--- config.mk ---
export PLATFORM = sky130hd
export DESIGN_NAME = desired_drive_ramped
export DESIGN_NICKNAME = d
export VERILOG_FILES = /design/src/rtl/ebike_pkg.sv /design/src/rtl/drive_slew_limiter.sv /design/src/rtl/desired_drive_ramped.sv
export SDC_FILE = /design/constraint.sdc
export NUM_CORES = 1
export LEC_CHECK = 0
export ABC_AREA = 1
export CAP_MARGIN = 20
export CORE_MARGIN = 3
export CORE_UTILIZATION = 50
export DETAILED_ROUTE_END_ITERATION = 6
export GPL_TIMING_DRIVEN = 0
export PLACE_DENSITY_LB_ADDON = 0.05
export SLEW_MARGIN = 20
export SYNTH_ARGS = -nofsm -noshare
export SYNTH_HDL_FRONTEND = slang
export SYNTH_SLANG_ARGS = --single-unit
export TNS_END_PERCENT = 20
--- constraint.sdc ---
create_clock -name clk -period 5.7 [get_ports clk]
set_input_delay 0.855 -clock clk [delete_from_list [all_inputs] [get_ports clk]]
set_output_delay 0.855 -clock clk [all_outputs]
set_load 0.05 [all_outputs]
--- src/rtl/ebike_pkg.sv ---
// Shared types and constants for the eBike assist-current path.
// Holds the FSM/mode enums, the default thresholds and the incline-factor helper.
package ebike_pkg;

    typedef enum logic [2:0] {
        S_IDLE,
        S_MUL,
        S_PROD,
        S_GAIN,
        S_UPD
    } state_t;

    typedef enum logic [1:0] {
        M_OFF,
        M_ECO,
        M_NORMAL,
        M_BOOST
    } assist_mode_t;

    localparam logic [11:0] TORQUE_MIN = 12'h380;
    localparam logic [4:0]  CAD_MIN    = 5'd2;
    localparam int          INC_OFFSET = 256;

    // Saturating incline to 10b and adding the offset is the same as
    // clamping incline+offset into [0, 511].
    function automatic logic [8:0] inc_factor(input logic signed [12:0] inc);
        logic signed [13:0] s;
        s = $signed({inc[12], inc}) + $signed(14'(INC_OFFSET));
        if (s[13])
            inc_factor = 9'd0;
        else if (s > 14'sd511)
            inc_factor = 9'd511;
        else
            inc_factor = s[8:0];
    endfunction

endpackage

--- src/rtl/drive_slew_limiter.sv ---
// Combinational slew limiter for the assist target current.
// Ports: i_goal, i_target, i_ramp_up, i_ramp_dn, i_bypass (force 0) -> o_next.
module drive_slew_limiter (
    input  logic [11:0] i_goal,
    input  logic [11:0] i_target,
    input  logic [11:0] i_ramp_up,
    input  logic [11:0] i_ramp_dn,
    input  logic        i_bypass,
    output logic [11:0] o_next
);

    logic [11:0] w_diff;

    always_comb begin
        w_diff = '0;
        o_next = i_target;
        if (i_bypass) begin
            o_next = '0;
        end else if (i_goal > i_target) begin
            w_diff = i_goal - i_target;
            o_next = i_target + ((w_diff > i_ramp_up) ? i_ramp_up : w_diff);
        end else begin
            w_diff = i_target - i_goal;
            o_next = i_target - ((w_diff > i_ramp_dn) ? i_ramp_dn : w_diff);
        end
    end

endmodule

--- src/rtl/desired_drive_ramped.sv ---
// Assist-current calculator: torque x scale x incline x cadence, mode gain, slew.
// Ports: clk, rst_n, vld_in + sensor inputs -> target_curr, vld_out, busy, sat.
module desired_drive_ramped #(
    parameter logic [11:0] TORQUE_MIN = ebike_pkg::TORQUE_MIN,
    parameter logic [4:0]  CAD_MIN    = ebike_pkg::CAD_MIN,
    parameter logic [11:0] RAMP_UP    = 12'd64,
    parameter logic [11:0] RAMP_DN    = 12'd256
) (
    input  logic               clk,
    input  logic               rst_n,
    input  logic               vld_in,
    input  logic [11:0]        avg_torque,
    input  logic [4:0]         cadence,
    input  logic               not_pedaling,
    input  logic signed [12:0] incline,
    input  logic [2:0]         scale,
    input  logic [1:0]         mode,
    output logic [11:0]        target_curr,
    output logic               vld_out,
    output logic               busy,
    output logic               sat
);

    import ebike_pkg::*;

    state_t              r_state;
    logic [11:0]         r_torque;
    logic [4:0]          r_cad;
    logic                r_np;
    logic signed [12:0]  r_inc;
    logic [2:0]          r_scale;
    assist_mode_t        r_mode;
    logic [14:0]         r_p1;
    logic [14:0]         r_p2;
    logic [29:0]         r_prod;
    logic [11:0]         r_goal;
    logic                r_sat_pend;
    logic [11:0]         r_target;
    logic                r_vld;
    logic                r_busy;
    logic                r_sat;

    logic [11:0] w_torque_pos;
    logic [5:0]  w_cad_f;
    logic [8:0]  w_inc_f;
    logic        w_ovf;
    logic [11:0] w_raw;
    logic [12:0] w_boost;
    logic [11:0] w_moded;
    logic        w_clip;
    logic [11:0] w_next;

    assign w_torque_pos = (r_torque > TORQUE_MIN) ? r_torque - TORQUE_MIN : '0;
    assign w_cad_f      = (r_cad >= CAD_MIN) ? {1'b0, r_cad} + 6'd32 : '0;
    assign w_inc_f      = inc_factor(r_inc);

    assign w_ovf   = |r_prod[29:27];
    assign w_raw   = w_ovf ? 12'hFFF : r_prod[26:15];
    assign w_boost = {1'b0, w_raw} + {2'b0, w_raw[11:1]};

    always_comb begin
        w_moded = '0;
        w_clip  = 1'b0;
        unique case (r_mode)
            M_OFF:    w_moded = '0;
            M_ECO:    w_moded = {1'b0, w_raw[11:1]};
            M_NORMAL: w_moded = w_raw;
            M_BOOST: begin
                w_clip  = w_boost[12];
                w_moded = w_boost[12] ? 12'hFFF : w_boost[11:0];
            end
            default:  w_moded = '0;
        endcase
        if (r_np)
            w_moded = '0;
    end

    drive_slew_limiter u_slew (
        .i_goal    (r_goal),
        .i_target  (r_target),
        .i_ramp_up (RAMP_UP),
        .i_ramp_dn (RAMP_DN),
        .i_bypass  (r_np),
        .o_next    (w_next)
    );

    always_ff @(posedge clk or negedge rst_n) begin
        if (!rst_n) begin
            r_state    <= S_IDLE;
            r_torque   <= '0;
            r_cad      <= '0;
            r_np       <= 1'b0;
            r_inc      <= '0;
            r_scale    <= '0;
            r_mode     <= M_OFF;
            r_p1       <= '0;
            r_p2       <= '0;
            r_prod     <= '0;
            r_goal     <= '0;
            r_sat_pend <= 1'b0;
            r_target   <= '0;
            r_vld      <= 1'b0;
            r_busy     <= 1'b0;
            r_sat      <= 1'b0;
        end else begin
            r_vld <= 1'b0;
            unique case (r_state)
                S_IDLE: begin
                    if (vld_in) begin
                        r_torque <= avg_torque;
                        r_cad    <= cadence;
                        r_np     <= not_pedaling;
                        r_inc    <= incline;
                        r_scale  <= scale;
                        r_mode   <= assist_mode_t'(mode);
                        r_busy   <= 1'b1;
                        r_state  <= S_MUL;
                    end
                end
                S_MUL: begin
                    r_p1    <= 15'(w_torque_pos) * 15'(r_scale);
                    r_p2    <= 15'(w_inc_f) * 15'(w_cad_f);
                    r_state <= S_PROD;
                end
                S_PROD: begin
                    r_prod  <= 30'(r_p1) * 30'(r_p2);
                    r_state <= S_GAIN;
                end
                S_GAIN: begin
                    r_goal     <= w_moded;
                    r_sat_pend <= w_ovf | w_clip;
                    r_state    <= S_UPD;
                end
                S_UPD: begin
                    r_target <= w_next;
                    r_sat    <= r_sat_pend;
                    r_vld    <= 1'b1;
                    r_busy   <= 1'b0;
                    r_state  <= S_IDLE;
                end
                default: begin
                    r_busy  <= 1'b0;
                    r_state <= S_IDLE;
                end
            endcase
        end
    end

    assign target_curr = r_target;
    assign vld_out     = r_vld;
    assign busy        = r_busy;
    assign sat         = r_sat;

endmodule

==> summary.md <==
| Metric | Value |
|---|---|
| Status | finished, final reports clean |
| Site Rows | 67 |
| R2R depth | 19 |
| Crit Reg-Reg Endpoint | r_prod[23]$_DFFE_PN0P_ |
| Sink Count | between 100 and 150 |
| Flop-to-flop setup slack | ~0.11 ns |
| Core Util, Final | between 50 and 60% |
| Vias post-DR | about 15000 |
| I/O pin cnt | 54 |
| Slew @ Worst Pin | just over 0.9 ns |
| Clock H-tree levels | 3 |
| Slew Viols, Final | 0 |
| Gr ovfl total | 0 |
| Placer Congestion | approximately 0.95 |
| Drt drc | 0 |
| Drt total wl | roughly 47 mm |
| Skew-Pair Late Insertion Delay | approximately 0.39 ns |
| First-pass DRT Iterations | 6 |
| Post-synth ARST share | between 90% and 100% |
| Worst setup EP type | flip-flop |
| Layout cells sized above 1 | about 11% |
| Skew final | approximately 0.015 ns |
| Library cells used by synthesis | 53 |
| Post-synthesis sequential area ratio | around 16% |
| Clock tree buffer depth | 2 |
| Number of global-route vias before repair | roughly 15000 |
| Reg clk slew, reported paths | approximately 0.09 ns |
| Area of the die | 0.03700 mm² |
| Die Ht | between 150 and 200 µm |
| Initial Util | approximately half |
| Core outline area | roughly 0.034 mm² |
| Max cap viols | 0 |
| Root buffer cell | clkbuf_16 |
| Number of flops mapped to enable cells by yosys | 0 |
| Area used by multi-input combinational logic | 0.01267 mm² |
| Cell area after layout | between 0.015 and 0.02 mm² |
| IO Port Bufs | between 50 and 60 |
| Synthesized cell area | 0.01737 mm² |
| Worst Setup Path Type | reg -> reg |
| Hold Violations, Final | 0 |
| Endpoints failing setup | 0 |
| Synthesized net count | between 2000 and 3000 |
| Hold WC Path Type | in -> async |
| Initial antenna violation count | 0 |
| Register Area | 0.002835 mm² |
| HPWL after DPL | between 30 and 40 mm |
| Hold Buf Count CTS | 0 |
| Mean area per synthesized cell | 7.504 µm² |
| CTS tree | yes |
| Fillers | 3251 |
| Cells after Synth | roughly 2300 |
| Primary FF master, synth | dfrtp_1 |
| Fmax | around 180 MHz |
| Hold slack | 0.3481 ns |
| Violation count after the first detailed-route iteration | around 900 |
| Largest net degree at the start of global routing | 78 |
| Synth top area share | approximately a quarter |
| RR Startpoint | r_p1[11]$_DFFE_PN0P_ |
| Worst relative slew slack | roughly 40% |
| WL per Instance | 16.66 µm |
| Seq cells post-synth | roughly 110 |
| CP Data Arrival Time | ~6 ns |
| Crit path from | r_p1[11]$_DFFE_PN0P_ |
| Fin crit period | 5.587 ns |
| First-pass GRT wire length | roughly 79 mm |
| Die W | between 150 and 200 µm |
| GRT Total Usage | a little over a quarter |
| CTS Buf Count | 9 |
| RSZ-0062 raised after global routing | yes |
| Worst Path Max Fanout | 10 |
| Synth-to-Final Area Change | 12.41% |
| Warnings from Yosys | 0 |
| Dpl ws | -1.075 ns |
| Antenna fix cells | 0 |
| Placed cell areas | 0.01849 mm² |
| # nets final | approximately 2800 |
| Synth top area cells | fa_1 (24%), dfrtp_1 (16%), ha_1 (13%) |
| CP required | 5.95 ns |
| Crit path launch type | flip-flop |
| Drt via density | around 5.3 |
| Fin crit share | between 90% and 100% |
| ANT nets after route | 0 |
| Largest area contributor in the netlist | fa_1 |
| PnR worst setup slack | about 0.11 ns |
area by class of cell:
type,count,area share [%]
tap,448,2.871
clock inverter,6,0.3461
sequential,112,14.52
timing repair buffer,96,4.576
multi-input combinational,1621,64.88
clock buffer,10,1.173
inverter,498,9.646
buffer,54,1.981
cell families (layout without fill, tap and decap cells):
logic type / after synthesis / count (layout) / share of synthesized area [%]
adders and majority gates: 388 / 388 / 37.03
xor gates and xnor gates: 46 / 46 / 2.450
muxes: 14 / 14 / 0.9078
buffers and inverters: 581 / 664 / 12.81
DFF: 112 / 112 / 16.14
AOI/OAI and AO/OA: 301 / 301 / 9.655
and+or+nand+nor: 872 / 872 / 21.00
layer usage:
metal | global-route usage (%) | vias to the layer above | wire length [µm]
li1 | - | 7272 | -
met1 | 37.40 | 7260 | 21260
met2 | 45.27 | 420 | 22530
met3 | 3.833 | 65 | 2675
met4 | 6.472 | 0 | 925
met5 | 0 | - | 0
critical path, cell delays in order (launching register included):
cell     delay, ns
dfrtp_2       0.50
buf_4         0.24
nand2_1       0.10
fa_1          0.49
inv_1         0.05
fa_1          0.46
fa_1          0.51
inv_1         0.05
fa_1          0.52
inv_1         0.05
fa_1          0.46
fa_2          0.61
ha_4          0.24
a21oi_4       0.23
o21ai_1       0.12
a21oi_1       0.20
nand3_1       0.14
or2_2         0.29
nand3_1       0.08
o21ai_0       0.09
sequential cells by signal, summed over array words and instances (netlist names):
name         flops
busy             1
r_cad            5
r_goal          12
r_inc           13
r_mode           2
r_np             1
r_p1            15
r_p2            15
r_prod          15
r_sat_pend       1
r_scale          3
r_state          3
r_torque        12
sat              1
target_curr     12
vld_out          1
Yosys cell counts (23+ instances only):
cell type	count
fa_1	210
nor2_1	161
o21ai_0	121
ha_1	178
nand3_1	65
xor2_1	34
nand2_1	550
nor3_1	23
a21oi_1	110
dfrtp_1	112
clkbuf_1	74
inv_1	485
layout by cell type (no fill, tap or decap), types with 6 or more instances in the layout:
| cell | synthesis | final |
|---|---|---|
| a21oi_1 | 110 | 97 |
| o22ai_1 | 10 | 10 |
| clkbuf_16 | 0 | 9 |
| o21ai_0 | 121 | 106 |
| xor2_1 | 34 | 34 |
| mux2_2 | 14 | 14 |
| nand2_2 | 13 | 22 |
| fa_1 | 210 | 207 |
| ha_1 | 178 | 169 |
| o21ai_2 | 0 | 8 |
| a21oi_2 | 1 | 10 |
| o211ai_1 | 6 | 6 |
| o2111ai_1 | 7 | 6 |
| nor2_2 | 8 | 9 |
| dfrtp_1 | 112 | 86 |
| nand2_1 | 550 | 540 |
| nor3_1 | 23 | 21 |
| o21ai_1 | 4 | 11 |
| ha_4 | 0 | 8 |
| clkbuf_4 | 0 | 6 |
| inv_1 | 485 | 480 |
| clkdlybuf4s50_1 | 0 | 52 |
| inv_2 | 10 | 15 |
| buf_4 | 2 | 45 |
| buf_6 | 3 | 14 |
| nand2_4 | 8 | 9 |
| nand4_1 | 14 | 14 |
| a31oi_1 | 9 | 8 |
| or2_2 | 15 | 15 |
| nand3_1 | 65 | 63 |
| dfrtp_2 | 0 | 26 |
| clkbuf_1 | 74 | 20 |
| xnor2_1 | 9 | 9 |
| nor2_1 | 161 | 159 |
what timing repair did:
item	CTS	global route
endpoints found under the setup margin	15	20
pin swaps	0	26
buffers inserted	15	27
hold endpoints to repair	0	0
gates resized for setup	100	98
metrics by stage:
stage,instances,TNS [ns]
6_report,2845,0
5_1_grt,2845,-0.6669
4_1_cts,2819,-0.03604
3_5_place_dp,2816,-10.57
3_3_place_gp,2815,-89.35
2_1_floorplan,2314,0
how the worst max path moves through the flow:
stage          depth (start not counted)                     end  slack (ns)
2_1_floorplan                         26  r_prod[21]$_DFFE_PN0P_        0.06
3_3_place_gp                          24  r_prod[21]$_DFFE_PN0P_       -1.07
3_5_place_dp                          24  r_prod[21]$_DFFE_PN0P_       -1.08
4_1_cts                               25  r_prod[21]$_DFFE_PN0P_       -0.04
5_1_grt                               23  r_prod[21]$_DFFE_PN0P_       -0.11
6_report                              19  r_prod[23]$_DFFE_PN0P_        0.11
Power is left out: the tool's default activity adds up to more than one toggle a clock period on the data nets, which glitch-free logic cannot reach.
